==> src/rtl/rgb_pkg.sv <==
// Shared types and helpers for the RGB LED arbiter: colour struct, arbiter
// state encoding and the round-robin next-pending search.
package rgb_pkg;

    // Default channel width for the colour struct below.
    localparam int RGB_PWM_BITS = 8;

    // Widest requester vector the round-robin search can handle.
    localparam int RR_MAX_REQ = 8;

    // One 24-bit colour, red in the MSBs.
    typedef struct packed {
        logic [RGB_PWM_BITS-1:0] r;
        logic [RGB_PWM_BITS-1:0] g;
        logic [RGB_PWM_BITS-1:0] b;
    } rgb_t;

    // Arbiter states: no owner, or one requester holds the LED.
    typedef enum logic {
        IDLE  = 1'b0,
        OWNED = 1'b1
    } arb_state_t;

    // Returns the index of the first set bit of 'pending' at or after 'start',
    // wrapping at n_req. Returns 0 when nothing is pending, so callers test
    // |pending separately. 'start' must be below n_req.
    function automatic int rr_next_pending(
        input logic [RR_MAX_REQ-1:0] pending,
        input int                    start,
        input int                    n_req
    );
        int pick;
        int pos;
        bit found;
        pick  = 0;
        found = 1'b0;
        for (int i = 0; i < RR_MAX_REQ; i++) begin
            pos = start + i;
            if (pos >= n_req) begin
                pos = pos - n_req;
            end
            if (!found && (i < n_req) &&
                (((pending >> pos) & RR_MAX_REQ'(1)) != '0)) begin
                pick  = pos;
                found = 1'b1;
            end
        end
        return pick;
    endfunction

endpackage

==> src/rtl/rgb_pwm.sv <==
// Three-channel PWM generator. A free-running counter is compared against a
// per-channel duty that is only reloaded at the start of each period, so a
// duty change never produces a truncated or stretched pulse.
module rgb_pwm #(
    parameter int PWM_BITS = 8
) (
    input  logic                clk,
    input  logic                rst_n,
    input  logic [PWM_BITS-1:0] duty_r,
    input  logic [PWM_BITS-1:0] duty_g,
    input  logic [PWM_BITS-1:0] duty_b,
    output logic                led_r,
    output logic                led_g,
    output logic                led_b
);

    localparam int N_CH = 3;

    logic [PWM_BITS-1:0] cnt_q;
    logic [PWM_BITS-1:0] cnt_d;
    logic [PWM_BITS-1:0] duty_in [N_CH];
    logic [PWM_BITS-1:0] duty_q  [N_CH];
    logic [PWM_BITS-1:0] duty_d  [N_CH];
    logic [N_CH-1:0]     led_q;
    logic [N_CH-1:0]     led_d;
    logic                period_start;

    // Channel 0 is red, 1 green, 2 blue.
    assign duty_in[0] = duty_r;
    assign duty_in[1] = duty_g;
    assign duty_in[2] = duty_b;

    assign period_start = (cnt_q == '0);

    // Counter wraps naturally; duty taken fresh at count 0 so the compare for
    // the first slot of a period already uses the new value.
    always_comb begin
        cnt_d = cnt_q + 1'b1;
        for (int ch = 0; ch < N_CH; ch++) begin
            duty_d[ch] = period_start ? duty_in[ch] : duty_q[ch];
            led_d[ch]  = (cnt_q < duty_d[ch]);
        end
    end

    // Counter, duty latches and registered LED outputs.
    always_ff @(posedge clk or negedge rst_n) begin
        if (!rst_n) begin
            cnt_q <= '0;
            led_q <= '0;
            for (int ch = 0; ch < N_CH; ch++) begin
                duty_q[ch] <= '0;
            end
        end else begin
            cnt_q <= cnt_d;
            led_q <= led_d;
            for (int ch = 0; ch < N_CH; ch++) begin
                duty_q[ch] <= duty_d[ch];
            end
        end
    end

    assign led_r = led_q[0];
    assign led_g = led_q[1];
    assign led_b = led_q[2];

endmodule

==> src/rtl/rgb_led_arbiter.sv <==
// Shares one RGB LED among N_REQ requesters. A round-robin arbiter with a
// minimum hold time picks the owner; the owner's colour feeds the PWM block.
module rgb_led_arbiter
    import rgb_pkg::*;
#(
    parameter int N_REQ       = 4,
    parameter int PWM_BITS    = 8,
    parameter int HOLD_CYCLES = 1000000
) (
    input  logic                        clk,
    input  logic                        rst_n,
    input  logic [N_REQ-1:0]            req,
    input  logic [N_REQ*3*PWM_BITS-1:0] color,
    output logic [N_REQ-1:0]            gnt,
    output logic [$clog2(N_REQ)-1:0]    gnt_id,
    output logic                        busy,
    output logic                        led_r,
    output logic                        led_g,
    output logic                        led_b
);

    localparam int IDW    = $clog2(N_REQ);
    localparam int CW     = 3 * PWM_BITS;
    localparam int HOLD_W = $clog2(HOLD_CYCLES + 1);

    // Saturation value of the hold counter, and the value from which the
    // next increment saturates. The owner may be preempted on the edge where
    // the counter would saturate, so it keeps the LED HOLD_CYCLES cycles.
    localparam logic [HOLD_W-1:0] HOLD_MAX  = HOLD_W'(HOLD_CYCLES);
    localparam logic [HOLD_W-1:0] HOLD_LAST = HOLD_W'(HOLD_CYCLES - 1);

    typedef struct packed {
        logic [PWM_BITS-1:0] r;
        logic [PWM_BITS-1:0] g;
        logic [PWM_BITS-1:0] b;
    } color_t;

    arb_state_t            state_q;
    arb_state_t            state_d;
    logic [IDW-1:0]        owner_q;
    logic [IDW-1:0]        owner_d;
    logic [IDW-1:0]        ptr_q;
    logic [IDW-1:0]        ptr_d;
    logic [HOLD_W-1:0]     hold_q;
    logic [HOLD_W-1:0]     hold_d;
    logic [RR_MAX_REQ-1:0] pend_all;
    logic [RR_MAX_REQ-1:0] pend_others;
    logic [N_REQ-1:0]      owner_mask;
    logic                  owner_req;
    logic                  busy_w;
    logic [CW-1:0]         color_slice [N_REQ];
    color_t                owner_color;

    assign busy_w = (state_q == OWNED);

    // Decode the owner to a one-hot mask and split the colour bus per requester.
    genvar gi;
    generate
        for (gi = 0; gi < N_REQ; gi++) begin : g_req
            assign owner_mask[gi]  = (owner_q == IDW'(gi));
            assign color_slice[gi] = color[gi*CW +: CW];
        end
    endgenerate

    assign owner_req = |(req & owner_mask);

    // Pad request vectors to the search helper's width; the owner is masked
    // out of pend_others so a release-and-rerequest never re-grants directly.
    always_comb begin
        pend_all                 = '0;
        pend_others              = '0;
        pend_all[N_REQ-1:0]      = req;
        pend_others[N_REQ-1:0]   = req & ~owner_mask;
    end

    // Index following 'idx', wrapping at N_REQ.
    function automatic logic [IDW-1:0] wrap_inc(input logic [IDW-1:0] idx);
        if (int'(idx) == N_REQ - 1) begin
            return '0;
        end
        return idx + 1'b1;
    endfunction

    // Next-state logic. While OWNED the pointer always equals owner+1, so
    // searching pend_others from the pointer finds the next pending requester
    // after the owner.
    always_comb begin
        state_d = state_q;
        owner_d = owner_q;
        ptr_d   = ptr_q;
        hold_d  = hold_q;
        case (state_q)
            IDLE: begin
                hold_d = '0;
                if (|pend_all) begin
                    state_d = OWNED;
                    owner_d = IDW'(rr_next_pending(pend_all, int'(ptr_q), N_REQ));
                    ptr_d   = wrap_inc(owner_d);
                end
            end
            OWNED: begin
                if (!owner_req && !(|pend_others)) begin
                    state_d = IDLE;
                    hold_d  = '0;
                end else if ((!owner_req || (hold_q >= HOLD_LAST)) && (|pend_others)) begin
                    owner_d = IDW'(rr_next_pending(pend_others, int'(ptr_q), N_REQ));
                    ptr_d   = wrap_inc(owner_d);
                    hold_d  = '0;
                end else if (hold_q != HOLD_MAX) begin
                    hold_d = hold_q + 1'b1;
                end
            end
            default: begin
                state_d = IDLE;
            end
        endcase
    end

    // Arbiter state register.
    always_ff @(posedge clk or negedge rst_n) begin
        if (!rst_n) begin
            state_q <= IDLE;
            owner_q <= '0;
            ptr_q   <= '0;
            hold_q  <= '0;
        end else begin
            state_q <= state_d;
            owner_q <= owner_d;
            ptr_q   <= ptr_d;
            hold_q  <= hold_d;
        end
    end

    assign gnt    = busy_w ? owner_mask : '0;
    assign gnt_id = owner_q;
    assign busy   = busy_w;

    // Only the owner's colour reaches the PWM; dark when nobody owns the LED.
    assign owner_color = busy_w ? color_t'(color_slice[owner_q]) : '0;

    rgb_pwm #(
        .PWM_BITS (PWM_BITS)
    ) u_pwm (
        .clk    (clk),
        .rst_n  (rst_n),
        .duty_r (owner_color.r),
        .duty_g (owner_color.g),
        .duty_b (owner_color.b),
        .led_r  (led_r),
        .led_g  (led_g),
        .led_b  (led_b)
    );

endmodule

==> config.mk <==
export PLATFORM = sky130hd
export DESIGN_NAME = rgb_led_arbiter
export DESIGN_NICKNAME = d
export VERILOG_FILES = /design/src/rtl/rgb_pkg.sv /design/src/rtl/rgb_pwm.sv /design/src/rtl/rgb_led_arbiter.sv
export SDC_FILE = /design/constraint.sdc
export NUM_CORES = 1
export LEC_CHECK = 0
export CAP_MARGIN = 20
export CELL_PAD_IN_SITES_DETAIL_PLACEMENT = 0
export CELL_PAD_IN_SITES_GLOBAL_PLACEMENT = 1
export CORE_ASPECT_RATIO = 0.75
export CORE_MARGIN = 2
export CORE_UTILIZATION = 41
export CTS_CLUSTER_SIZE = 28
export DETAILED_ROUTE_END_ITERATION = 10
export PLACE_DENSITY_LB_ADDON = 0.1
export SLEW_MARGIN = 20
export SYNTH_ARGS = -nofsm -noshare
export SYNTH_HDL_FRONTEND = slang
export SYNTH_SLANG_ARGS = --single-unit
==> constraint.sdc <==
create_clock -name clk -period 6.2 [get_ports clk]
set_clock_uncertainty 0.2 [all_clocks]
set_input_delay 1.24 -clock clk [delete_from_list [all_inputs] [get_ports clk]]
set_output_delay 1.24 -clock clk [all_outputs]
set_load 0.005 [all_outputs]
Yosys cells after proc, flatten, opt, wreduce, memory -nomap -nowiden
Cells that the tools add are included.
W data, S select, Z words.
{"block": "totals", "register_bits": 60, "input_bits": 102, "out_inout_bits": 10, "wordCells": 167}
{"block": "classes", "add_sub_neg": 11, "n_lt_le_gt_ge": 9, "eq_ne": 10, "n_shift": 8, "n_mux": 92, "bitwise_logic": 5, "n_reduce_logical": 23}
{"cell": "$mux W32", "n": 24}
{"cell": "$shr A4 B32 Y1", "n": 8}
{"cell": "$mux W24", "n": 3}
{"cell": "$mux W20", "n": 3}
{"cell": "$bmux W24 S2", "n": 1}
{"cell": "$mux W2", "n": 23}
{"cell": "$pmux W20 S2", "n": 1}
{"cell": "$mux W1", "n": 30}
{"cell": "$lt A8 B8 Y1", "n": 3}
{"cell": "$mux W8", "n": 3}
{"cell": "$add A20 B1 Y20 const B", "n": 1}
{"cell": "$ge A20 B20 Y1 const B", "n": 1}
{"cell": "$ne A20 B20 Y1 const B", "n": 1}
{"cell": "$ge A3 B3 Y1 const B", "n": 4}
{"cell": "$reduce_or A4 Y1", "n": 3}
{"cell": "$sub A3 B3 Y4 const B", "n": 3}
{"cell": "$add A8 B1 Y8 const B", "n": 1}
{"cell": "$and A4 B4 Y4", "n": 2}
{"cell": "$logic_and A1 B1 Y1", "n": 8}
{"cell": "$logic_not A1 Y1", "n": 8}
{"cell": "$logic_not A8 Y1", "n": 1}
{"cell": "$pmux W2 S2", "n": 2}
{"cell": "$add A2 B2 Y3 const B", "n": 2}
{"cell": "$eq A2 B1 Y1 const B", "n": 3}
{"cell": "16 further kinds", "n": 19}

Logic depth before layout (Yosys ltp)
{"block": "logic_depth", "depth_word": 41, "ltp_mapped": 11, "mapped_depth_nobuf": 9}

Modules after synthesis
A second synthesis with hierarchy kept.
{"block": "hier_totals", "cells_unflattened": 458, "area_unflattened_um2": 4742.0}
{"module": "rgb_led_arbiter", "n_inst": 1, "cells_each": 290, "area_per_inst_um2": 2763.9, "seq_area_each_um2": 625.6}
{"module": "rgb_pwm", "n_inst": 1, "cells_each": 168, "area_per_inst_um2": 1978.1, "seq_area_each_um2": 875.8}

Worst setup path after synthesis
Ideal clock, no wire load.
{"block": "synth_path", "path_kind": "input to register", "startpoint": "in color[93]", "endpoint": "reg u_pwm.led_q[0]", "setup_time_ps": 82, "arrival_time_ps": 2920, "t_required_ps": 5918, "setup_slack_ps": 2998, "path_stages": 7, "n_path_buf": 0, "cell_sequence": "mux4_2 > a22oi_1 > ha_1 > a21o_1 > a21o_1 > a221o_1 > a31oi_1"}
{"block": "synth_between", "elab_chain_cells": 6}
{"element": "start, declared", "line_no": "rgb_led_arbiter.sv:13", "text": "input logic [N_REQ*3*PWM_BITS-1:0] color,"}
{"element": "$bmux W24 S2", "line_no": "rgb_led_arbiter.sv:139", "text": "assign owner_color = busy_w ? color_t'(color_slice[owner_q]) : '0;"}
{"element": "$mux W24 (implied by the code) (2 in a row)", "line_no": "rgb_led_arbiter.sv:139"}
{"element": "$mux W24", "line_no": "rgb_led_arbiter.sv:139"}
{"element": "$mux W8", "line_no": "rgb_pwm.sv:40", "text": "duty_d[ch] = period_start ? duty_in[ch] : duty_q[ch];"}
{"element": "$lt A8 B8 Y1", "line_no": "rgb_pwm.sv:41", "text": "led_d[ch] = (cnt_q < duty_d[ch]);"}
{"element": "named net u_pwm.led_d[0]", "line_no": "rgb_pwm.sv:25", "text": "logic [N_CH-1:0] led_d;"}
{"element": "end signal, assigned", "line_no": "rgb_pwm.sv:55", "text": "led_q <= led_d;"}
{"element": "end, declared", "line_no": "rgb_pwm.sv:24", "text": "logic [N_CH-1:0] led_q;"}
The timed path passes the listed nets, and every way through them passes these cells. The select of a mux whose other input is x is not followed.
A chain may end at the register's enable or synchronous reset.

Worst setup path in the final report
{"block": "layout_path", "startpoint": "reg owner_q[0] (netlist: gnt_id[0])", "endpoint": "out gnt[1]"}
{"block": "layout_between", "elab_chain_cells": 2}
{"element": "start, declared", "line_no": "rgb_led_arbiter.sv:40", "text": "logic [IDW-1:0] owner_q;"}
{"element": "start signal, assigned", "line_no": "rgb_led_arbiter.sv:128", "text": "owner_q <= owner_d;"}
{"element": "$eq A2 B1 Y1", "line_no": "rgb_led_arbiter.sv:60", "text": "assign owner_mask[gi] = (owner_q == IDW'(gi));"}
{"element": "$mux W4", "line_no": "rgb_led_arbiter.sv:134", "text": "assign gnt = busy_w ? owner_mask : '0;"}
{"element": "end, declared", "line_no": "rgb_led_arbiter.sv:14", "text": "output logic [N_REQ-1:0] gnt,"}
Every way passes these cells.

==> qor_table.md <==
| Group | Result | Reported |
|---|---|---|
| pwr | Clk network pwr share | 25.5% |
| yosys | Fraction of synthesis flops using an asynchronous set or reset pin | 100% |
| cells and area | Fillers | 870 |
| worst hold path | Path type of the worst min-delay path | flip-flop to flip-flop |
| worst hold path | Origin of the worst min-delay path | u_pwm.duty_q[10] |
| sta | Number of endpoints failing setup at the final stage | 0 |
| placement | Final GP Congestion | 0.839 |
| worst setup path | Data arrival, critical path | 2.23 ns |
| cts | Reg clk slew, reported paths | 0.05 ns |
| sta | Number of pins with negative max-slew slack in the final report | 0 |
| sta | Final period demand of the worst path | 3.67 ns |
| sta | Ratio of final minimum period to clock period | 59.2% |
| floorplanning | Vertical extent of the die | 92.9 um |
| worst setup path | Cells along the critical path | buf_4 > inv_1 > nor3_1 > clkdlybuf4s50_1 |
| worst setup path | Worst stage delay on the critical path | 0.57 ns |
| floorplanning | FP Rows | 32 |
| cts | Number of H-tree levels | 3 |
| status | Run status | completed |
| cells and area | Post-layout net count | 645 |
| yosys | Number of storage elements in the synthesis netlist | 60 |
| yosys | Total nets after synthesis | 544 |
| sta | Worst slew margin relative to its limit | 40.1% |
| worst setup path | Worst Path Buf+Inv | 3 |
| cells and area | N_diodes | 0 |
| detailed routing | Router iterations before antenna repair | 4 |
| cts | Count of clock tree sinks | 60 |
| yosys | Number of warnings issued by yosys | 0 |
| floorplanning | Total core area | 10,300 um2 |
| placement | I/O Buffers | 111 |
| detailed routing | Vias post-DR | 3,547 |
| worst setup path | Crit start category | flip-flop |
| sta | Final hold viol count | 0 |
| sta | Maximum operating frequency | 273 MHz |
| worst setup path | Maximum fanout encountered on the critical timing path | 25 |
| global route | Number of global-route vias before repair | 3,386 |
| detailed routing | Vias per inst | 5.42 |
| yosys | Avg Cell Area, Syn | 10.4 um2 |
| global route | Largest net degree at the start of global routing | 61 |
| yosys | Leading area contributor after synthesis | dfrtp_1 |
| cts | Post-CTS setup repair buffer count | 0 |
| cts | Number of hold buffers added after cts | 0 |
| cells and area | P&R area growth vs syn | 33.6% |
| run | Max Cap Viol | 0 |
| cts | Number of buffers created by CTS | 9 |
| cts | Worst-case clock buffer depth | 2 |
| floorplanning | Initial core utilization | 42.0% |
| yosys | Synth top area cells | dfrtp_1 (35%), mux4_2 (13%), ha_1 (8.1%) |
| pwr | Power per unit of standard cell area | 334 nW/um2 |
| detailed routing | Average routed wire per standard cell | 16.0 um |
| yosys | Sequential cell area fraction in the yosys report | 34.7% |
| worst setup path | CP startpoint | gnt_id[0] |
| global route | Overall routing resource usage | 19.3% |
| sta | RSZ-0062 raised after global routing | no |
| sta | Total Negative Setup Slacks | 0 ns |
| yosys | Area fraction of the dominant cell type after synthesis | 34.7% |
| floorplanning | Die ar. | 11,400 um2 |
| detailed routing | Number of DRC violations after detailed-routing iteration 0 | 175 |
| yosys | Number of enable flip-flop cells after synthesis | 0 |
| pwr | Overall power consumption | 1.93 mW |
| floorplanning | Width of the chip | 123 um |
| worst setup path | Startpoint of the worst-slack reg-to-reg timing path | u_pwm.cnt_q[2] |
| pwr | Maximum vdd ir drop | 0.275 mV |
| global route | Initial antenna violation count | 0 |
| detailed routing | Total wire length | 10,500 um |
| worst setup path | Slowest cell on crit path | dfrtp_2 |
| global route | GRT overflow | 0 |
| worst setup path | Worst-case register-to-register setup slack | 2.88 ns |
| sta | Slew at the pin closest to its max-slew limit | 0.899 ns |
| cells and area | Share of cells above drive strength 1 | 12.1% |
| cts | TritonCTS clock tree | done |
| yosys | Synth Instances | 414 |
| global route | First-pass GRT wire length | 17,000 um |
| worst setup path | Category of the most critical setup path | flip-flop to output pin |
| yosys | Commonest cells post-synth | dfrtp_1 (60), nor2_1 (34), inv_1 (31) |
| yosys | Most numerous cell in the Yosys netlist | dfrtp_1 |
| detailed routing | Antenna Nets Post-Route | 0 |
| worst setup path | Kind of end point of the critical path | output pin |
| yosys | Unique masters post-synth | 63 |
| pwr | Switching part of the total power | 35.7% |
| cts | Clk root buf | clkbuf_16 |
| floorplanning | I/O Pins | 112 |
| pwr | Psw | 688 uW |
| detailed routing | DRC viols | 0 |
| yosys | Dominant synthesized flop cell | dfrtp_1 |
| pwr | Sequential share of power | 25.5% |
| pwr | Combinational power share | 49.0% |
| worst setup path | Required time of the critical path | 4.76 ns |
| placement | Post-detail-place hpwl | 7840 um |
| cts | Worst-Skew Late Latency | 0.32 ns |
| yosys | Combined area of all synthesized cells | 4320 um2 |
| worst setup path | Largest delay share family, worst path | buffers and inverters |
| cts | Cells resized by post-CTS repair | 0 |
| pwr | Internal portion of total power | 1.24 mW |
| pwr | Reported leakage power | 2.45 nW |
layer usage:
| metal | routed length [um] | global-route usage [%] |
|---|---|---|
| met1 | 4930 | 27.7 |
| met2 | 4960 | 29.3 |
| met3 | 498 | 4.25 |
| met4 | 88 | 5.27 |
| met5 | 0 | 0 |
per-stage QoR:
| stage | cells | hold slack [ns] | util (%) | setup WS [ns] | instance area, um2 |
|---|---|---|---|---|---|
| final | 655 | 0.300 | 56.1 | 2.53 | 5780 |
| after CTS | 655 | 0.306 | 56.1 | 2.43 | 5780 |
| after global placement | 640 | 0.285 | 53.3 | 2.35 | 5480 |
| after floorplan | 414 | 0.266 | - | 3.00 | 4320 |
| after global routing | 655 | 0.315 | 56.1 | 2.24 | 5780 |
| after detailed placement | 640 | 0.294 | 53.3 | 2.24 | 5480 |
final timing paths:
path | cells past startpoint | end
setup reg to reg | 8 | u_pwm.led_q[0]
setup / recovery | 4 | gnt[1]
max in group asynchronous | 2 | gnt_id[0]
hold / removal | 2 | u_pwm.duty_q[10]
hold reg to reg | 2 | u_pwm.duty_q[10]
min in group asynchronous | 2 | u_pwm.duty_q[21]
power by group through the flow:
stage	clock network (mW)	logic, mW	registers (mW)
2_1_floorplan	0	0.771	0.457
3_3_place_gp	0	0.941	0.502
3_5_place_dp	0	0.950	0.501
4_1_cts	0.504	0.953	0.495
5_1_grt	0.521	1.04	0.505
6_report	0.491	0.946	0.493
worst register-to-register path: cells and delay by family (launching register included):
kind | cells | cell delay (ns)
adders and majority gates | 1 | 0.38
AOI/OAI and AO/OA | 5 | 1.03
and+or+nand+nor | 2 | 1.18
DFF | 1 | 0.48
registers in the layout, summed over array words and instances, names as in the netlist:
signal,flops
gnt_id,2
busy,1
u_pwm.duty_q,24
u_pwm.cnt_q,8
ptr_q,2
hold_q,20
u_pwm.led_q,3
area by class of cell:
| cell class | instances | area [um2] | area share [%] |
|---|---|---|---|
| clock buffers | 13 | 260 | 4.51 |
| multi-input cells | 296 | 2550 | 44.1 |
| clock inverters | 2 | 35.0 | 0.607 |
| flip-flops and latches | 60 | 1500 | 26.0 |
| repair buffers | 115 | 1140 | 19.7 |
| inverters | 33 | 124 | 2.14 |
| well taps | 136 | 170 | 2.95 |
layout by cell type (no fill, tap or decap), types with 3 or more instances in the layout:
master,netlist,layout
a211oi_1,3,3
a21boi_0,3,3
a21o_1,9,9
a21oi_1,15,15
a22o_1,3,3
a22oi_1,22,22
a31oi_1,4,4
and2_1,4,4
and3_1,3,3
and4_1,4,4
buf_4,1,4
clkbuf_16,0,9
clkdlybuf4s50_1,0,110
dfrtp_1,60,59
ha_1,28,28
inv_1,31,31
mux2_4,3,3
mux2i_1,3,3
mux4_2,24,24
nand2_1,23,23
nand2b_1,7,7
nand3_1,16,16
nand3b_1,3,3
nand4_1,5,5
nor2_1,34,34
nor3_1,6,6
o21ai_0,4,4
o22ai_1,5,5
o32ai_2,3,3
xnor2_1,14,14
xor2_1,12,12
kinds of logic (layout without fill, tap and decap cells):
group                      Yosys count  in the layout  synth area share [%]
and+or+nand+nor                    115            115                  13.7
AOI/OAI and AO/OA                   94             94                  16.5
muxes                               33             33                  15.4
xor gates and xnor gates            26             26                  5.27
buffers and inverters               58            163                  6.31
adders and majority gates           28             28                  8.11
DFF                                 60             60                  34.7
Power figures use the tool's default switching activity.
